==> config.mk <==
export PLATFORM = sky130hd
export DESIGN_NAME = result_bus_arbiter
export DESIGN_NICKNAME = d
export VERILOG_FILES = /design/src/rtl/ooo_pkg.sv /design/src/rtl/rr_arbiter.sv /design/src/rtl/result_bus_arbiter.sv
export SDC_FILE = /design/constraint.sdc
export NUM_CORES = 1
export LEC_CHECK = 0
export CAP_MARGIN = 10
export CORE_ASPECT_RATIO = 1.1
export CORE_MARGIN = 5
export CORE_UTILIZATION = 45
export CTS_BUF_LIST = sky130_fd_sc_hd__clkbuf_8 sky130_fd_sc_hd__clkbuf_16
export DETAILED_ROUTE_END_ITERATION = 10
export PLACE_DENSITY = 0.76
export REMOVE_ABC_BUFFERS = 1
export SKIP_LAST_GASP = 1
export SLEW_MARGIN = 20
export SYNTH_ARGS = -nofsm -noshare
export SYNTH_HDL_FRONTEND = slang
export SYNTH_HIERARCHICAL = 1
export SYNTH_SLANG_ARGS = --single-unit
==> constraint.sdc <==
create_clock -name clk -period 10.8 [get_ports clk]
set_input_delay 1.08 -clock clk [delete_from_list [all_inputs] [get_ports clk]]
set_output_delay 1.08 -clock clk [all_outputs]
set_load 0.05 [all_outputs]
==> src/rtl/ooo_pkg.sv <==
// ooo_pkg: shared widths and the FU result record for the out-of-order core
package ooo_pkg;
  localparam int DEF_NUM_FU = 4;
  localparam int DEF_PRN_BITS = 6;
  localparam int DEF_INST_ID_BITS = 6;
  typedef struct packed {
    logic [DEF_INST_ID_BITS-1:0] inst_id;
    logic                        wr;
    logic [DEF_PRN_BITS-1:0]     prn;
    logic [63:0]                 value;
  } fu_result_t;
endpackage

==> src/rtl/rr_arbiter.sv <==
// rr_arbiter: one-hot grant to the first requester at or after ptr, wrapping
module rr_arbiter #(
  parameter int N = 4,
  parameter int IW = $clog2(N)
) (
  input  logic [N-1:0]  req,
  input  logic [IW-1:0] ptr,
  output logic [N-1:0]  grant,
  output logic [IW-1:0] grant_idx
);
  // scan farthest-first so the nearest requester at or after ptr wins
  always_comb begin
    grant = '0;
    grant_idx = '0;
    for (int k = N - 1; k >= 0; k--) begin
      if (req[(int'(ptr) + k) % N]) begin
        grant = N'(1) << ((int'(ptr) + k) % N);
        grant_idx = IW'((int'(ptr) + k) % N);
      end
    end
  end
endmodule

==> src/rtl/result_bus_arbiter.sv <==
// result_bus_arbiter: round-robin sharing of the result broadcast bus among FUs
module result_bus_arbiter import ooo_pkg::*; #(
  parameter int NUM_FU = DEF_NUM_FU,
  parameter int PRN_BITS = DEF_PRN_BITS,
  parameter int INST_ID_BITS = DEF_INST_ID_BITS
) (
  input  logic                    clk,
  input  logic                    rst,
  input  logic [NUM_FU-1:0]       fu_valid,
  output logic [NUM_FU-1:0]       fu_ready,
  input  logic [INST_ID_BITS-1:0] fu_inst_id [NUM_FU],
  input  logic [NUM_FU-1:0]       fu_wr,
  input  logic [PRN_BITS-1:0]     fu_prn [NUM_FU],
  input  logic [63:0]             fu_value [NUM_FU],
  output logic                    result_valid,
  output logic                    result_wr,
  output logic [INST_ID_BITS-1:0] result_inst_id,
  output logic [PRN_BITS-1:0]     result_prn,
  output logic [63:0]             result_value
);
  localparam int IW = $clog2(NUM_FU);
  logic [NUM_FU-1:0] slot_v;
  logic [NUM_FU-1:0] grant;
  logic [IW-1:0]     grant_idx;
  logic [IW-1:0]     rr_ptr;
  fu_result_t        slot [NUM_FU];
  rr_arbiter #(.N(NUM_FU), .IW(IW)) u_arb (
    .req(slot_v),
    .ptr(rr_ptr),
    .grant(grant),
    .grant_idx(grant_idx)
  );
  assign fu_ready = ~slot_v | grant;
  // slot payload loads on handshake; validity alone governs whether it matters
  always_ff @(posedge clk) begin
    for (int i = 0; i < NUM_FU; i++)
      if (fu_valid[i] && fu_ready[i])
        slot[i] <= '{inst_id: fu_inst_id[i], wr: fu_wr[i], prn: fu_prn[i], value: fu_value[i]};
  end
  // slot occupancy, round-robin pointer and registered broadcast
  always_ff @(posedge clk) begin
    if (rst) begin
      slot_v <= '0;
      rr_ptr <= '0;
      result_valid <= 1'b0;
      result_wr <= 1'b0;
      result_inst_id <= '0;
      result_prn <= '0;
      result_value <= '0;
    end else begin
      for (int i = 0; i < NUM_FU; i++)
        if (fu_valid[i] && fu_ready[i]) slot_v[i] <= 1'b1;
        else if (grant[i]) slot_v[i] <= 1'b0;
      result_valid <= |grant;
      if (|grant) begin
        result_wr <= slot[grant_idx].wr;
        result_inst_id <= slot[grant_idx].inst_id;
        result_prn <= slot[grant_idx].prn;
        result_value <= slot[grant_idx].value;
        rr_ptr <= (grant_idx == IW'(NUM_FU - 1)) ? '0 : grant_idx + 1'b1;
      end
    end
  end
endmodule

**Yosys cells after proc, flatten, opt, wreduce, memory -nomap -nowiden**

Memories as Yosys holds them, arrays and structs flattened. A register that Yosys moved wholly into a read port is not among the register bits.
Index checks and enable logic that the tools add are counted.

- Output and inout bits: 82
- Bits of input ports: 314
- Memory bits (read-only): 0
- Memory bits (writable): 308
- Bits in latches: 0
- Register bits: 7
- Logic and storage cells: 73
- Memories: 1

- Eq/ne operators: 1
- Multiplexer cells: 36
- Reductions and logical operators: 12
- $add $sub $neg: 4
- Multipliers: 0
- Bitwise gates (word level): 5
- Magnitude comparators: 4
- Div/mod/pow operators: 0
- Shift operators: 4

Memories:

| memory | words | bits a word | rd ports | clocked after memory_dff | wr ports | line | source |
|---|---|---|---|---|---|---|---|
| slot | 4 | 77 | 1 | 1 | 4 | result_bus_arbiter.sv:26 | `fu_result_t slot [NUM_FU];` |

Operators with widths:

| cell | count |
|---|---|
| 1-bit by 32-bit left shift with 4-bit output (first input constant) | 3 |
| 1-bit two-way mux | 23 |
| 4-bit two-way mux | 4 |
| 3-bit by 4-bit < comparator with 1-bit output (second input constant) | 3 |
| 2-bit two-way mux | 5 |
| 1-bit binary-select mux with 2-bit select | 4 |
| 2-bit nonzero test | 4 |
| 2-bit OR reduction | 3 |
| 2-bit by 1-bit adder with 2-bit output (second input constant) | 2 |
| 2-bit adder (second input constant) | 2 |
| 1-bit logical AND | 4 |
| 4-bit NOT | 1 |
| 4-bit OR | 1 |
| 4-bit OR reduction | 1 |
| 1-bit by 2-bit left shift with 4-bit output (first input constant) | 1 |
| 1-bit AND (first input constant) | 3 |
| 2-bit by 3-bit < comparator with 1-bit output (second input constant) | 1 |
| 2-bit equality test (second input constant) | 1 |

**Depth between registers and ports, before layout**

- Depth in word-level cells: 14
- Mapped depth: 14
- Gate-level depth less buffers: 9

**By module**

The synthesis kept the hierarchy.

Modules (own cells, without submodules):

| module | instances | sequential area each (um^2) | cells an instance | area each (um^2) |
|---|---|---|---|---|
| result_bus_arbiter | 1 | 10,930.5 | 607 | 13,708.1 |
| rr_arbiter | 1 | 0.0 | 60 | 490.5 |

**Least setup slack after synthesis**

No wires, ideal clock.

- Path kind: reg2reg
- Start point: register rr_ptr[1]
- End point: memory slot[2][0] (netlist bit), enable pin
- Setup slack: 5,669 ps
- Required time: 10,357 ps
- Buffers on the path: 1
- Cell stages (with the launch flop): 10
- Period minus slack after synthesis: 5,131 ps
- Setup time: 443 ps
- Data arrival time: 4,687 ps
- Cell sequence: dfxtp_1 -> inv_1 -> ha_1 -> clkbuf_2 -> mux4_2 -> or4_1 -> a21o_1 -> o211ai_1 -> nand2b_1 -> and2_1

RTL lines:

| what | line | source |
|---|---|---|
| start, declared | result_bus_arbiter.sv:25 | `logic [IW-1:0] rr_ptr;` |
| start signal, assigned | result_bus_arbiter.sv:60 | `rr_ptr <= (grant_idx == IW'(NUM_FU - 1)) ? '0 : grant_idx + 1'b1;` |
| end, declared | result_bus_arbiter.sv:26 |  |

**Worst setup path after layout**

- Start point: register rr_ptr[0]
- End point: output fu_ready[2]

- Word-level cells in the longest chain between the ends: 9
- Elaborated cells between the ends (all ways): 29
- Those cells by class: 3 x add/sub; 4 x shift; 15 x mux; 4 x bitwise; 3 x reduce/logical

RTL lines:

| what | line | source |
|---|---|---|
| 2-bit adder | rr_arbiter.sv:16, rr_arbiter.sv:17 |  |
| 1-bit binary-select mux with 2-bit select / 2-bit OR reduction (equally long branches) | n/a |  |
| 1-bit two-way mux (not written as such) / 1-bit AND (equally long branches) | n/a |  |
| 1-bit two-way mux (not written as such) / 1-bit by 32-bit left shift with 4-bit output (equally long branches) | rr_arbiter.sv:16, rr_arbiter.sv:17 |  |
| 4-bit two-way mux (3 in a row) | rr_arbiter.sv:16 | `if (req[(int'(ptr) + k) % N]) begin` |
| 4-bit two-way mux (*) | rr_arbiter.sv:16 |  |
| via grant[2] | result_bus_arbiter.sv:23 | `logic [NUM_FU-1:0] grant;` |
| 4-bit OR (*) | result_bus_arbiter.sv:33 | `assign fu_ready = ~slot_v \| grant;` |
| end, declared | result_bus_arbiter.sv:10 | `output logic [NUM_FU-1:0] fu_ready,` |

The timed path passes the listed nets; every way through them passes the cells marked *. The select of a mux whose other input is x is not followed.

==> results.json <==
{
  "netlist_area_um2": 14200,
  "vias": 7954,
  "insertion_delay_ps": 530,
  "port_buffers": 395,
  "worstPathCellList": "inv_1 > ha_1 > mux4_2 > or4_1 > a21o_1 > o211ai_1 > nand2b_1 > clkdlybuf4s50_1",
  "root_buffer": "clkbuf_16",
  "die_w_um": 179,
  "comb_power_share": 0.357,
  "cp_num_buf_inv": 2,
  "drtIter0Drc": 545,
  "peakVddDrop_mv": 0.160,
  "powerDensity_nw_per_um2": 269,
  "cp-start-kind": "flop",
  "cts.sink_count": 392,
  "routabilityCongestion": 0.822,
  "slowest_stage": "clkdlybuf4s50_1",
  "fin_crit_sh": 0.499,
  "ys_seq_area_frac": 0.770,
  "grt_pass1_vias": 8664,
  "setup-violations-final": 0,
  "intPower_w": 0.00359,
  "end_kind": "output pin",
  "hold_slack_ps": 477,
  "fin_setup_tns_ps": 0,
  "crit_required_ps": 9720,
  "route.detailed.drc": 0,
  "p_sw_w": 0.00175,
  "critPathTopFamily": "buffers and inverters",
  "final_cell_mix": "395 x clkdlybuf4s50_1, 308 x edfxtp_1, 84 x dfxtp_1, 78 x mux4_2, 77 x a22o_1",
  "hold_violations": 0,
  "pin_count": 396,
  "ys_types": 41,
  "ctsResizeCount": 0,
  "core-area_um2": 31300,
  "pwr-share-seq": 0.387,
  "rows": 68,
  "grt_start_max_net_pins": 58,
  "final_common_cell": "clkdlybuf4s50_1",
  "synth_edf_count": 308,
  "layout-drive-gt1-share": 0.149,
  "maxSlewHeadroom": 0.302,
  "critPathMaxFanout": 14,
  "die-area_um2": 35200,
  "grt-ovfl-total": 0,
  "min_from": "result_value[32]",
  "synth.area.top_cells": "edfxtp_1 65%, mux4_2 12%, dfxtp_1 12%",
  "synth-main-ff-cell": "edfxtp_1",
  "synthArstFlopShare": 0,
  "cts_buffers": 40,
  "reg2reg_from": "rr_ptr[0]",
  "drt_pre_antenna_iters": 5,
  "via_per_inst": 5.20,
  "fin_util": 0.636,
  "start_util": 0.453,
  "syn_to_final_growth_pct": 40.2,
  "p_leak_nw": 6.95,
  "cts_hold_buf": 0,
  "worst_slew_pin_slew_ps": 1040,
  "clk_path_buf_depth": 3,
  "die_y_um": 196,
  "path_clk_slew_ps": 60,
  "final_max_slew_viol_count": 0,
  "antenna_found_initial": 4,
  "critPathArrivalTime_ps": 4310,
  "post_cts_buffers": 0,
  "ant_nets": 0,
  "drv_cap": 0,
  "dp_hpwl_mm": 25.1,
  "yosysWarnings": 6,
  "skew_ps": 15.8,
  "fmax_mhz": 185,
  "crit_path_start": "rr_ptr[0]",
  "worstSetupPathType": "flop to output pin",
  "grt_pass1_wl_mm": 52.9,
  "wirelength_mm": 36.6,
  "period_minus_slack_ps": 5390,
  "final_net_count": 1399,
  "synth_top_area_frac": 0.651,
  "syn_inst": 667,
  "critPathMaxStageDelay_ps": 840,
  "outcome": "complete, no violations",
  "clkPwrFrac": 0.256,
  "synth_largest_area_cell": "edfxtp_1",
  "min_path_type": "flop to flop",
  "swShare": 0.328,
  "routedWlPerCell_um": 24.0,
  "rsz0062_at_grt": "false",
  "grt_util_all_layers": 0.203,
  "cts_tree": "done",
  "syn_avg_cell_area_um2": 21.3,
  "htree_levels": 2,
  "synth_seq_cells": 392
}
## Yosys cell counts (2+ instances only)
cell	count
a21oi_1	8
edfxtp_1	308
buf_6	8
a21o_1	2
dfxtp_1	84
mux2_2	3
mux2i_1	4
clkbuf_1	14
buf_2	14
a22oi_1	3
inv_1	7
and2_1	4
ha_1	9
nor2_1	5
nor2b_1	2
nand2b_1	5
nand4_1	5
nand2_1	2
a31oi_1	3
nand3_1	2
mux4_2	78
o21ai_0	2
a22o_1	77
## power groups by stage
stage	clock [W]	combinational, W	sequential [W]
after floorplan	0	0.00109	0.00244
after global placement	0	0.00190	0.00209
after detailed placement	0	0.00193	0.00210
after CTS	0.00140	0.00194	0.00207
after global routing	0.00146	0.00202	0.00209
final	0.00137	0.00191	0.00207
## routing by layer
| layer | vias to the layer above | track usage | wire length, um |
|---|---|---|---|
| met5 | - | 0 | 13 |
| met2 | 330 | 0.368 | 19900 |
| met1 | 3962 | 0.225 | 12700 |
| met4 | 2 | 0.0601 | 859 |
| met3 | 63 | 0.0682 | 3180 |
| li1 | 3597 | - | - |
## metrics by stage
step,worst slack (ps),instance area (um^2),total power [W],std cells
finish,5410,19900,0.00534,1530
global route,5230,19900,0.00557,1529
CTS,5430,19900,0.00541,1526
detailed placement,6020,18600,0.00403,1454
global placement,6100,18600,0.00399,1454
floorplan,1640,14000,0.00353,629
## area by class of cell
type	count	area [um^2]
flip-flops and latches	392	10900
multi-input cells	230	3070
well taps	420	526
inverters	7	26.3
repair buffers	405	4030
fillers	2203	11400
clock inverters	28	248
diodes	4	10.0
clock buffers	44	1070
## state kept, by name, indices dropped and copies added (netlist names)
signal and cells:
result_inst_id 6, rr_ptr 2, result_prn 6, result_value 64, slot_v 4, result_wr 1, result_valid 1, slot 308
## worst paths after layout
check,endpoint,depth (start not counted),slack [ps]
worst max-delay path,fu_ready[2],8,5410
worst max register to register,result_value[55],10,5930
worst min-delay path,result_value[32],1,480
worst min register to register,result_value[32],1,480
## cell families after synthesis
group,after synthesis,share of synthesized area
compound gates,101,0.0584
fa+ha+maj,9,0.00793
buf+inv,45,0.0177
flops,392,0.770
mux,86,0.131
simple gates,34,0.0153
## worst reg2reg max path, stage by stage (launching register included)
cell and delay [ps]:
dfxtp_1 720, inv_1 240, ha_1 470, mux4_2 420, and3_2 250, a41oi_1 170
o211ai_1 180, nor4_4 500, nor2b_4 930, buf_4 610, a22o_1 300
Note: power is estimated with default switching activity, not from simulation.
